### src/rtl/vdic_mult_acc.sv
// Signed multiply / multiply-accumulate unit with even-parity argument checking,
// req/ack input handshake and a one-cycle result_rdy strobe.
module vdic_mult_acc #(
  parameter int DATA_W  = 16,
  parameter int GUARD_W = 8,
  parameter int LATENCY = 3,
  localparam int RES_W  = 2*DATA_W + GUARD_W
) (
  input  logic              clk,
  input  logic              rst_n,
  input  logic [DATA_W-1:0] arg_a,
  input  logic              arg_a_parity,
  input  logic [DATA_W-1:0] arg_b,
  input  logic              arg_b_parity,
  input  logic [1:0]        op,
  input  logic              req,
  output logic              ack,
  output logic [RES_W-1:0]  result,
  output logic              result_parity,
  output logic              result_rdy,
  output logic              arg_parity_error,
  output logic              overflow
);

  typedef enum logic [1:0] {IDLE, CALC, DONE} state_t;
  typedef enum logic [1:0] {OP_MUL = 2'b00, OP_MAC = 2'b01, OP_CLR = 2'b10, OP_READ = 2'b11} op_t;

  localparam int CNT_W = 3;
  localparam logic [CNT_W-1:0] CNT_LAST = CNT_W'(LATENCY - 2);

  state_t             state, state_next;
  logic               accept;
  logic [CNT_W-1:0]   cnt;
  logic [DATA_W-1:0]  a_q, b_q;
  logic               a_par_q, b_par_q;
  op_t                op_q;
  logic [RES_W-1:0]   acc;

  logic [2*DATA_W-1:0] a_ext, b_ext, prod;
  logic [RES_W-1:0]    prod_ext, sum;
  logic                mac_ovf, par_err;
  logic [RES_W-1:0]    res_next, acc_next;
  logic                ovf_next;

  always_ff @(posedge clk) begin
    if (!rst_n) state <= IDLE;
    else        state <= state_next;
  end

  always_comb begin
    state_next = state;
    accept     = 1'b0;
    case (state)
      IDLE: if (req) begin
        accept     = 1'b1;
        state_next = CALC;
      end
      CALC: if (cnt == CNT_LAST) state_next = DONE;
      DONE: state_next = IDLE;
      default: state_next = IDLE;
    endcase
  end

  // Sign-extended operands multiplied modulo 2^(2*DATA_W) give the exact signed product.
  assign a_ext    = {{DATA_W{a_q[DATA_W-1]}}, a_q};
  assign b_ext    = {{DATA_W{b_q[DATA_W-1]}}, b_q};
  assign prod     = a_ext * b_ext;
  assign prod_ext = {{GUARD_W{prod[2*DATA_W-1]}}, prod};
  assign sum      = acc + prod_ext;
  assign mac_ovf  = (acc[RES_W-1] == prod_ext[RES_W-1]) && (sum[RES_W-1] != acc[RES_W-1]);
  assign par_err  = (a_par_q != ^a_q) || (b_par_q != ^b_q);

  always_comb begin
    res_next = '0;
    ovf_next = 1'b0;
    acc_next = acc;
    if (!par_err) begin
      case (op_q)
        OP_MUL:  res_next = prod_ext;
        OP_MAC: begin
          acc_next = sum;
          res_next = sum;
          ovf_next = mac_ovf;
        end
        OP_CLR:  acc_next = '0;
        OP_READ: res_next = acc;
        default: res_next = '0;
      endcase
    end
  end

  always_ff @(posedge clk) begin
    if (!rst_n) begin
      cnt              <= '0;
      a_q              <= '0;
      b_q              <= '0;
      a_par_q          <= 1'b0;
      b_par_q          <= 1'b0;
      op_q             <= OP_MUL;
      acc              <= '0;
      ack              <= 1'b0;
      result           <= '0;
      result_parity    <= 1'b0;
      result_rdy       <= 1'b0;
      arg_parity_error <= 1'b0;
      overflow         <= 1'b0;
    end else begin
      ack        <= accept;
      result_rdy <= (state == DONE);
      if (state == CALC) cnt <= cnt + 1'b1;
      else               cnt <= '0;
      if (accept) begin
        a_q     <= arg_a;
        b_q     <= arg_b;
        a_par_q <= arg_a_parity;
        b_par_q <= arg_b_parity;
        op_q    <= op_t'(op);
      end
      if (state == DONE) begin
        result           <= res_next;
        result_parity    <= ^res_next;
        arg_parity_error <= par_err;
        overflow         <= ovf_next;
        acc              <= acc_next;
      end
    end
  end

endmodule

### config.mk
export PLATFORM = sky130hd
export DESIGN_NAME = vdic_mult_acc
export DESIGN_NICKNAME = d
export VERILOG_FILES = /design/src/rtl/vdic_mult_acc.sv
export SDC_FILE = /design/constraint.sdc
export NUM_CORES = 1
export LEC_CHECK = 0
export ABC_AREA = 1
export CELL_PAD_IN_SITES_DETAIL_PLACEMENT = 1
export CELL_PAD_IN_SITES_GLOBAL_PLACEMENT = 2
export CORE_MARGIN = 1
export CORE_UTILIZATION = 38
export DETAILED_ROUTE_END_ITERATION = 7
export PLACE_DENSITY = 0.95
export SLEW_MARGIN = 20
export SYNTH_ARGS = -nofsm -noshare
export SYNTH_HDL_FRONTEND = slang
export SYNTH_SLANG_ARGS = --single-unit
### constraint.sdc
create_clock -name clk -period 14.7 [get_ports clk]
set_clock_uncertainty 0.2 [all_clocks]
set_input_delay 1.47 -clock clk [delete_from_list [all_inputs] [get_ports clk]]
set_output_delay 1.47 -clock clk [all_outputs]
set_load 0.02 [all_outputs]
---- Word level (Yosys, flattened, before mapping) ----
Index checks and enable logic that the tools add are counted.
operators by class
  $add $sub $neg .......................... 2
  $mul .................................... 1
  equal/unequal tests ..................... 12
  multiplexer cells ....................... 10
  bitwise logic cells ..................... 1
  reduce and logical (&&, ||, !) cells .... 11
operators with widths
  cell                                                             count
  40-bit one-hot mux with 3 select lines                           1
  40-bit one-hot mux with 2 select lines                           1
  40-bit adder                                                     1
  40-bit 2-to-1 mux                                                1
  40-bit parity                                                    1
  16-bit by 16-bit multiplier with 32-bit output                   1
  16-bit parity                                                    2
  2-bit == test, second input constant                             3
  2-bit by 1-bit == test with 1-bit output, second input constant  2
  2-bit logical NOT                                                2
  1-bit 2-to-1 mux                                                 4
  2-bit 2-to-1 mux                                                 2
  2-bit != test, second input constant                             2
  2-bit one-hot mux with 2 select lines                            1
  2-bit AND reduction                                              2
  3-bit by 1-bit adder with 3-bit output, second input constant    1
  3-bit by 1-bit == test with 1-bit output, second input constant  1
  1-bit != test                                                    3
  3-bit AND reduction                                              1
  2-bit nonzero test                                               1
  1-bit == test                                                    1
  1-bit logical AND                                                1
  1-bit logical OR                                                 1
  1-bit inverter                                                   1
word-level totals
  flip-flop bits (word level) ............. 126
  bits of input ports ..................... 39
  output and inout bits ................... 45
  logic and storage cells ................. 51

---- Longest topological paths before layout ----
Gate-level depths: netlist (run 1).
  depth after elaboration ................. 6
  depth in mapped cells ................... 54
  depth with buffers taken out ............ 52

---- Worst setup path before layout (run 1) ----
No wires, ideal clock.
  kind .................................... flip-flop to flip-flop
  start point ............................. register a_q[15]
  end point ............................... register result_parity
  library setup time ...................... 0.109 ns
  arrival time ............................ 7.487 ns
  required time ........................... 14.391 ns
  setup slack ............................. 6.904 ns
  stages on the path, launching flop included .. 45
  path buffers ............................ 2
  period minus slack after synthesis ...... 7.796 ns
  cells stage by stage .................... dfxtp_1 buf_6 clkbuf_1 nand2_1 inv_1 fa_1 fa_1 fa_1 fa_1 fa_1 inv_1 fa_1 inv_1 ha_1 nand2_1 nor2_1 nand2_1 nor3_1 [9 not listed] nor4_1 nand3_1 nand3_1 nand2_1 nand3_1 nand3_1 nand2_1 nand3_1 nand2_1 nand2_1 nand2_1 nand2_1 nand2_1 inv_1 nand2_1 nand3_1 nand2_1 inv_1
between the ends
  cells in the longest elaborated chain, start to end .. 5
  elaborated cells on any way between the ends .. 8
  those cells by class .................... add/sub: 1; mul: 1; eq/ne: 1; mux: 2; reduce/logical: 3
ends and longest elaborated chain
  item                                                                             RTL line  source
  start: declaration                                                               34        logic [DATA_W-1:0] a_q, b_q;
  start signal: assignment                                                         113       a_q <= arg_a;
  16-bit by 16-bit multiplier with 32-bit output or 16-bit parity (tied branches)  67, 71
  40-bit adder or 1-bit != test (tied branches)                                    69, 71
  40-bit one-hot mux with 3 select lines or 1-bit logical OR (tied branches)       78, 71
  40-bit 2-to-1 mux (*)                                                            77        if (!par_err) begin
  40-bit parity (*)                                                                121       result_parity <= ^res_next;
  end signal: assignment                                                           121
  end: declaration                                                                 19        output logic result_parity,
Every way passes the cells marked *; elsewhere a longest branch is shown, timed or not.
A chain may end at the register's enable or synchronous reset.

---- Worst setup path in the final report (run 1) ----
  start point ............................. register b_q[4]
  end point ............................... register result_parity
between the ends
  cells in the longest elaborated chain, start to end .. 5
  elaborated cells on any way between the ends .. 8
  those cells by class .................... add/sub: 1; mul: 1; eq/ne: 1; mux: 2; reduce/logical: 3
ends and longest elaborated chain
  item                                                                             RTL line  source
  start: declaration                                                               34
  start signal: assignment                                                         114       b_q <= arg_b;
  16-bit by 16-bit multiplier with 32-bit output or 16-bit parity (tied branches)  67, 71
  40-bit adder or 1-bit != test (tied branches)                                    69, 71
  40-bit one-hot mux with 3 select lines or 1-bit logical OR (tied branches)       78, 71
  40-bit 2-to-1 mux (*)                                                            77
  40-bit parity (*)                                                                121
Marked as above.

==> results of run 1 <==
==> worst max-delay path: cells and delay by family (launching register included) <==
family        cells  cell delay, ns
fa+ha+maj         8            4.30
flops             1            0.88
buf+inv           6            0.48
simple gates     28            3.48
==> layout make-up <==
cell class                      count  share of cell area
Clock inverter                     14            0.006671
Timing Repair Buffer              103             0.04196
Multi-Input combinational cell   2346              0.6617
Sequential cell                   126              0.1085
Inverter                          758              0.1227
Clock buffer                       17             0.01829
Tap cell                          748             0.04024
==> logic make-up after synthesis <==
logic type | Yosys count | share of synthesized area
simple gates | 1677 | 0.3248
buf+inv | 875 | 0.1626
fa+ha+maj | 393 | 0.3224
compound gates | 241 | 0.05800
flops | 126 | 0.1180
xor+xnor | 35 | 0.01434
==> per-layer routing <==
layer / vias up / routed length (um)
li1: 9977 / -
met1: 10031 / 32020
met2: 295 / 36160
met3: 92 / 1933
met4: 0 / 2819
met5: - / 0
==> power by group <==
| part | switching [W] | leakage [nW] | total, W | internal (W) |
|---|---|---|---|---|
| combinational | 0.00179 | 12.0 | 0.00260 | 0.000810 |
| sequential | 0.0000410 | 1.02 | 0.000396 | 0.000355 |
| clock | 0.000194 | 0.287 | 0.000445 | 0.000251 |
| total | 0.00202 | 13.3 | 0.00344 | 0.00142 |
==> state kept, by name (all words and copies together), names as in the netlist <==
register          count
ack                   1
overflow              1
b_par_q               1
cnt                   3
a_q                  16
a_par_q               1
result               40
result_parity         1
b_q                  16
acc                  40
state                 2
op_q                  2
result_rdy            1
arg_parity_error      1
==> layout by cell type, fill, tap and decap left out, types with 3 or more instances in the layout <==
cell and n:
buf_4 20, nor2_1 211, nor3_1 5, fa_1 263, inv_2 12, xor2_1 17, xnor2_1 18, nand3b_1 19
inv_1 743, inv_6 7, o21bai_1 3, nor2_2 3, ha_1 130, or2_2 5, nand3_2 6, a21oi_1 137
clkinv_2 3, clkdlybuf4s50_1 82, clkbuf_16 17, dfxtp_1 126, nand2_2 6, nand4_1 38, nand3_1 245, nand2_1 1115
and2_1 16, o21ai_0 88, a31oi_1 5
==> how the worst max path moves through the flow <==
stage	slack, ns	to	start	cells past startpoint
final	5.26	result_parity	b_q[4]	42
after floorplan	6.90	result_parity	a_q[15]	44
after global placement	5.37	result_parity	a_q[15]	42
after detailed placement	5.21	result_parity	a_q[15]	42
after CTS	5.20	result_parity	a_q[15]	42
after global routing	4.42	result_parity	a_q[15]	42
==> through the flow <==
stage                     setup slack [ns]  instances
final                                5.263       4112
after floorplan                      6.904       3347
after global placement               5.366       4081
after detailed placement             5.206       4081
after global routing                 4.423       4112
after CTS                            5.197       4112
==> impl_metrics.env, run 1 <==
export IMPL_hold_violations=0
export IMPL_synth_area_mm2=0.02138
export IMPL_period_minus_slack_ns=9.437
export IMPL_status="completed"
export IMPL_rr_worst_depth=42
export IMPL_postCtsHoldBufs=0
export IMPL_cp_data_arrival_time_ns=9.62
export IMPL_initial_utilization=0.3865
export IMPL_synth_top_area_cell="fa_1"
export IMPL_drive_gt1_frac=0.02735
export IMPL_final_area_mm2=0.02326
export IMPL_tns_ns=0
export IMPL_hp_class="reg -> reg"
export IMPL_total_power_w=0.003438
export IMPL_power_density_mw_per_mm2=147.8
export IMPL_cts_root_buf="clkbuf_16"
export IMPL_wirelength_um=72930
export IMPL_synthCells=3347
export IMPL_async_flop_share=0
export IMPL_cts_setup_buffers=0
export IMPL_vdd_drop_max_mv=0.1115
export IMPL_via_per_inst=4.960
export IMPL_port_buffer_count=83
export IMPL_clkTransAtPathRegs_ns=0.06
export IMPL_synth_seq_cells=126
export IMPL_worstSetupEndpointType="register"
export IMPL_grt_overflow=0
export IMPL_critPathLaunchType="register"
export IMPL_placed_area_mm2=0.02268
export IMPL_critPathRequiredTime_ns=14.89
export IMPL_cap_violations=0
export IMPL_crit_top_cell="nand2_1"
export IMPL_routedWlPerCell_um=17.74
export IMPL_final_util=0.4205
export IMPL_slew_viol_final=0
export IMPL_ant_nets=0
export IMPL_syn_area_per_cell_um2=6.388
export IMPL_layout_nets=3784
export IMPL_r2r_setup_slack_ns=5.26
export IMPL_r2r_end="result_parity"
export IMPL_met2_usage=0.4765
export IMPL_io_pins=84
export IMPL_ys_warn_count=0
export IMPL_yosysMostFrequentCell="nand2_1"
export IMPL_dp_hpwl_um=60560
export IMPL_num_antenna_cells=0
export IMPL_coreArea_mm2=0.05531
export IMPL_clock_sinks=126
export IMPL_cts_tree="yes"
export IMPL_cts_resized_gates=0
export IMPL_holdPathEnd="cnt[0]"
export IMPL_synth_ff_type="dfxtp_1"
export IMPL_max_stage_delay_ns=0.88
export IMPL_clkLatencyLatePin_ns=0.48
export IMPL_cp_slowest_cell="dfxtp_1"
export IMPL_min_delay_path_depth=1
export IMPL_grt_usage=0.2678
export IMPL_h_tree_depth=4
export IMPL_max_slew_worst_pin_slew_ns=1.087
export IMPL_drtIter0Drc=824
export IMPL_power_leakage_nw=13.29
export IMPL_min_from="cnt[0]"
export IMPL_fill_cells=7433
export IMPL_synth_edff_count=0
export IMPL_finalSetupViolCount=0
export IMPL_clock_path_buffers=2
export IMPL_remaining_drc_errors=0
export IMPL_grt_pass1_wl_um=118300
export IMPL_grt_use_met3=0.03146
export IMPL_fmax_ghz=0.1060
export IMPL_yosysSeqAreaShare=0.1180
export IMPL_cp_max_fo=19
export IMPL_cts_buffers=17
export IMPL_dieArea_mm2=0.05721
export IMPL_busiest_layer="met2"
export IMPL_path_class="reg -> reg"
export IMPL_slew_limit_headroom=0.2743
export IMPL_die_w_um=239.2
export IMPL_synth_common_cells="1115 x nand2_1, 743 x inv_1, 263 x fa_1"
export IMPL_areaGrowthSynthToFinish_pct=8.791
export IMPL_dr_pass1_iters=5
export IMPL_min_period_over_period=0.6420
export IMPL_rsz0062_at_grt="no"
export IMPL_r2r_start="b_q[4]"
export IMPL_gp_congestion=0.9159
export IMPL_grt_max_degree=80
export IMPL_seq_area_mm2=0.002522
export IMPL_multi_input_area_mm2=0.01539
export IMPL_syn_nets=3779
export IMPL_synth_area_leaders="fa_1 25%, nand2_1 20%, inv_1 13%"
export IMPL_whs_ns=0.2721
export IMPL_num_vias=20395
export IMPL_yosys_area_top_type_share=0.2463
export IMPL_synth_cell_types=42
export IMPL_grt_pass1_vias=22168
export IMPL_grt_use_met1=0.3275
export IMPL_rows=86
export IMPL_die_y_um=239.2
export IMPL_antenna_found_initial=0
(Power assumes the default switching activity.)
==> run 2, diff against run 1 <==
Settings changed: CORE_UTILIZATION 38 to 35, PLACE_DENSITY 0.95 to 0.91.
Clock period 14.7 ns to 9.1 ns, I/O delays scaled along.
==> run 2 against run 1 <==
Maximum frequency increased by 10%. Via count is 1.0% higher. Register-to-register slack got worse by 4.7 ns. Largest cell class unchanged. Highest routed layer unchanged. Largest power group unchanged. Sequential share of layout area is 0.23 points lower. Hold slack lost 0.016 ns.
==> impl_metrics.env, run 2 (synthesized netlist as in run 1, its figures left out) <==
export IMPL_drive_gt1_frac=0.06073
export IMPL_crit_buf_inv=7
export IMPL_hold_violations=0
export IMPL_min_from="cnt[0]"
export IMPL_whs_ns=0.2557
export IMPL_cap_violations=0
export IMPL_reg_top3="acc x40, result x40"
export IMPL_num_vias=20602
export IMPL_tns_ns=0
export IMPL_fill_cells=7955
export IMPL_cp_slowest_cell="fa_1"
export IMPL_seq_area_mm2=0.002554
export IMPL_slew_viol_final=0
export IMPL_status="completed"
export IMPL_p_clk_frac=0.121
export IMPL_max_stage_delay_ns=0.54
export IMPL_initial_utilization=0.3542
export IMPL_power_density_mw_per_mm2=243.1
export IMPL_combPwrFrac=0.774
export IMPL_clock_path_buffers=2
export IMPL_finalSetupViolCount=0
export IMPL_cp_data_arrival_time_ns=8.75
export IMPL_total_power_w=0.005847
export IMPL_power_leakage_nw=13.59
export IMPL_port_buffer_count=83
export IMPL_fmax_ghz=0.1166
export IMPL_min_period_over_period=0.9422
export IMPL_rows=90
export IMPL_sw_frac_of_total=0.5864
export IMPL_layout_nets=3844
export IMPL_worstSetupEndpointType="register"
export IMPL_vdd_drop_max_mv=0.1651
export IMPL_via_per_inst=4.897
export IMPL_io_pins=84
export IMPL_drtIter0Drc=941
export IMPL_p_int_w=0.002418
export IMPL_grt_pass1_wl_um=120000
export IMPL_gp_congestion=0.9318
export IMPL_dieArea_mm2=0.06208
export IMPL_power_frac_seq=0.104
export IMPL_antenna_found_initial=0
export IMPL_coreArea_mm2=0.06036
export IMPL_dp_hpwl_um=62580
export IMPL_multi_input_area_mm2=0.01556
export IMPL_slew_limit_headroom=0.2650
export IMPL_ant_nets=0
export IMPL_critPathLaunchType="register"
export IMPL_path_delay_family="adder cells"
export IMPL_wirelength_um=74390
export IMPL_crit_top_cell="nand2_1"
export IMPL_max_slew_worst_pin_slew_ns=1.102
export IMPL_final_common_cell="nand2_1"
export IMPL_clkLatencyLatePin_ns=0.47
export IMPL_setup_ws_ns=0.5260
export IMPL_grt_usage=0.2471
export IMPL_routedWlPerCell_um=17.68
export IMPL_critPathLaunch="b_q[15]"
export IMPL_clkTransAtPathRegs_ns=0.07
export IMPL_layout_common_cells="1112 x nand2_1, 741 x inv_1, 259 x fa_1"
export IMPL_dr_pass1_iters=5
export IMPL_postCtsHoldBufs=0
export IMPL_die_y_um=249.2
export IMPL_cp_max_fo=10
export IMPL_dp_slack_ns=0.008890
export IMPL_cts_tree="yes"
export IMPL_p_switching_w=0.003428
export IMPL_grt_overflow=0
export IMPL_rsz0062_at_grt="no"
export IMPL_grt_pass1_vias=21933
export IMPL_period_minus_slack_ns=8.574
export IMPL_areaGrowthSynthToFinish_pct=12.48
export IMPL_path_class="reg -> reg"
export IMPL_r2r_start="b_q[15]"
export IMPL_remaining_drc_errors=0
export IMPL_die_w_um=249.2
export IMPL_clock_sinks=126
export IMPL_hp_class="reg -> reg"
export IMPL_critPathRequiredTime_ns=9.27
export IMPL_cts_root_buf="clkbuf_16"
export IMPL_cts_buffers=17
export IMPL_num_antenna_cells=0
export IMPL_grt_max_degree=80
export IMPL_h_tree_depth=4
run 2: worst paths after layout:
path              slack [ns]       endpoint  depth (start not counted)
hold / removal          0.26         cnt[0]                          1
hold reg to reg         0.26         cnt[0]                          1
setup reg to reg        0.53  result_parity                         44
setup / recovery        0.53  result_parity                         44
run 2: area by class of cell:
type / instances / share of cell area
clock inverters: 15 / 0.005879
multi-input cells: 2346 / 0.6469
flip-flops and latches: 126 / 0.1062
clock buffers: 17 / 0.01769
inverters: 758 / 0.1189
repair buffers: 163 / 0.06368
well taps: 782 / 0.04069
run 2: per-layer routing:
layer	track usage	share of wire	up-vias
met5	0	0	-
met4	0.08395	0.035	0
met3	0.03271	0.030	107
met1	0.3057	0.44	10076
met2	0.4396	0.50	307
li1	-	-	10112
run 2: metrics by stage:
| step | area (um^2) | util | cells |
|---|---|---|---|
| floorplan | 21380 | - | 3347 |
| global placement | 23180 | 0.3841 | 4168 |
| detailed placement | 23180 | 0.3841 | 4168 |
| CTS | 23780 | 0.3941 | 4204 |
| global route | 24050 | 0.3984 | 4207 |
| finish | 24050 | 0.3984 | 4207 |
run 2: power groups by stage:
stage | combinational, W | clock, W | sequential [W]
floorplan | 0.00293 | 0 | 0.000597
detailed placement | 0.00434 | 0 | 0.000621
CTS | 0.00439 | 0.000725 | 0.000609
finish | 0.00453 | 0.000709 | 0.000611
global placement | 0.00429 | 0 | 0.000620
global route | 0.00506 | 0.000746 | 0.000614
run 2: what timing repair did:
action                     in CTS  in global routing
setup endpoints to repair       1                  1
gates resized for setup         3                 70
pin swaps                       0                  4
setup buffers                   4                  3
==> run 3, diff against run 2 <==
Settings changed: CTS_CLUSTER_DIAMETER set to 40, HOLD_SLACK_MARGIN set to 0.12, MAX_ROUTING_LAYER set to met4.
==> run 3 against run 2 <==
Clock-buffer cell count is the same. Largest cell class unchanged. Combinational power about the same. Critical path type unchanged. Wire length is 1.6% higher. Highest routed layer unchanged. Hold slack improved by 0.00074 ns.
==> impl_metrics.env, run 3 (synthesized netlist as in run 1, its figures left out) <==
export IMPL_dp_hpwl_um=63620
export IMPL_rr_worst_depth=47
export IMPL_r2r_setup_slack_ns=0.47
export IMPL_wirelength_um=75550
export IMPL_layout_common_cells="1113 x nand2_1, 741 x inv_1, 261 x fa_1"
export IMPL_remaining_drc_errors=0
export IMPL_min_period_over_period=0.9479
export IMPL_slew_viol_final=0
export IMPL_grt_usage=0.2582
export IMPL_clock_path_buffers=2
export IMPL_port_buffer_count=83
export IMPL_gp_congestion=0.9509
export IMPL_areaGrowthSynthToFinish_pct=12.48
export IMPL_num_vias=20705
export IMPL_grt_overflow=0
export IMPL_r2r_end="result_parity"
export IMPL_final_common_cell="nand2_1"
export IMPL_grt_max_degree=80
export IMPL_r2r_start="b_q[2]"
export IMPL_vdd_drop_max_mv=0.1651
export IMPL_setup_ws_ns=0.4739
export IMPL_ant_nets=0
export IMPL_clkTransAtPathRegs_ns=0.07
export IMPL_whs_ns=0.2565
export IMPL_hp_class="reg -> reg"
export IMPL_via_per_inst=4.919
export IMPL_cp_data_arrival_time_ns=8.80
export IMPL_period_minus_slack_ns=8.626
export IMPL_rows=90
export IMPL_critPathLaunch="b_q[2]"
export IMPL_drive_gt1_frac=0.06040
export IMPL_hold_violations=0
export IMPL_finalSetupViolCount=0
export IMPL_h_tree_depth=4
export IMPL_reg_top3="acc x40, result x40"
export IMPL_num_antenna_cells=0
export IMPL_critPathRequiredTime_ns=9.28
export IMPL_dp_slack_ns=-0.05565
export IMPL_drtIter0Drc=1009
export IMPL_power_density_mw_per_mm2=244.5
export IMPL_coreArea_mm2=0.06036
export IMPL_clock_sinks=126
export IMPL_max_slew_worst_pin_slew_ns=0.8206
export IMPL_slew_limit_headroom=0.4524
export IMPL_cts_buffers=17
export IMPL_dr_pass1_iters=5
export IMPL_power_leakage_nw=13.62
export IMPL_cp_max_fo=7
export IMPL_cap_violations=0
export IMPL_fmax_ghz=0.1159
export IMPL_grt_pass1_vias=22177
export IMPL_max_stage_delay_ns=0.53
export IMPL_fill_cells=7998
export IMPL_critPathLaunchType="register"
export IMPL_cts_tree="yes"
export IMPL_dieArea_mm2=0.06208
export IMPL_cts_root_buf="clkbuf_16"
export IMPL_crit_top_cell="nand2_1"
export IMPL_die_y_um=249.2
export IMPL_path_class="reg -> reg"
export IMPL_critPathCapture="result_parity"
export IMPL_grt_pass1_wl_um=121900
export IMPL_multi_input_area_mm2=0.01557
export IMPL_seq_area_mm2=0.002542
export IMPL_layout_nets=3846
export IMPL_worstSetupEndpointType="register"
export IMPL_die_w_um=249.2
export IMPL_antenna_found_initial=0
export IMPL_io_pins=84
export IMPL_status="completed"
export IMPL_routedWlPerCell_um=17.95
export IMPL_initial_utilization=0.3542
export IMPL_clkLatencyLatePin_ns=0.48
export IMPL_cp_slowest_cell="fa_1"
-- run 3: metal layers --
layer  wire (um)  global-route usage  vias to the layer above
li1            -                   -                    10104
met1       32990              0.3097                    10169
met2       38200              0.4573                      336
met3        2018             0.02445                       96
met4        2339             0.07549                        0
met5           0                   -                        -
-- run 3: area by class of cell --
class                      instances  share of cell area
clock buffer                      17             0.01769
clock inverter                    15            0.006556
inverter                         758              0.1189
multi-input combinational       2346              0.6477
sequential                       126              0.1057
tap                              782             0.04069
timing repair buffer             165             0.06270
-- run 3: repair_timing --
action,in CTS,in global routing
buffers inserted,2,5
gates resized for setup,4,57
pin swaps,0,3
hold buffers,0,0
endpoints found under the setup margin,1,1
-- run 3: how the worst min path moves through the flow --
| stage | startpoint | end | slack (ns) | cells after the start |
|---|---|---|---|---|
| 2_1_floorplan | cnt[0] | cnt[0] | 0.22 | 1 |
| 3_3_place_gp | cnt[0] | cnt[0] | 0.24 | 1 |
| 3_5_place_dp | cnt[0] | cnt[0] | 0.24 | 1 |
| 4_1_cts | cnt[0] | cnt[0] | 0.26 | 1 |
| 5_1_grt | overflow | overflow | 0.30 | 2 |
| 6_report | cnt[0] | cnt[0] | 0.26 | 1 |
-- run 3: worst max-delay path, delay by kind of cell (launching register included) --
family          cells  cell delay, ns
flops               1            0.39
buf+inv            10            0.74
fa+ha+maj           8            3.81
simple gates       28            3.02
compound gates      1            0.34
-- run 3: through the flow --
step                  util  TNS (ns)  area [um^2]  total power (W)  std cells
global placement    0.3841         0        23180         0.004916       4170
CTS                 0.3942         0        23800         0.005775       4204
finish              0.3984         0        24050         0.005878       4209
global route        0.3984  -0.03016        24050         0.006454       4209
detailed placement  0.3841  -0.05565        23180         0.004963       4170
floorplan                -         0        21380         0.003524       3347
-- run 3: power breakdown --
part	internal [W]	switching, W
Combinational	0.00147	0.00306
Sequential	0.000574	0.0000388
Clock	0.000367	0.000364
Total	0.00242	0.00346
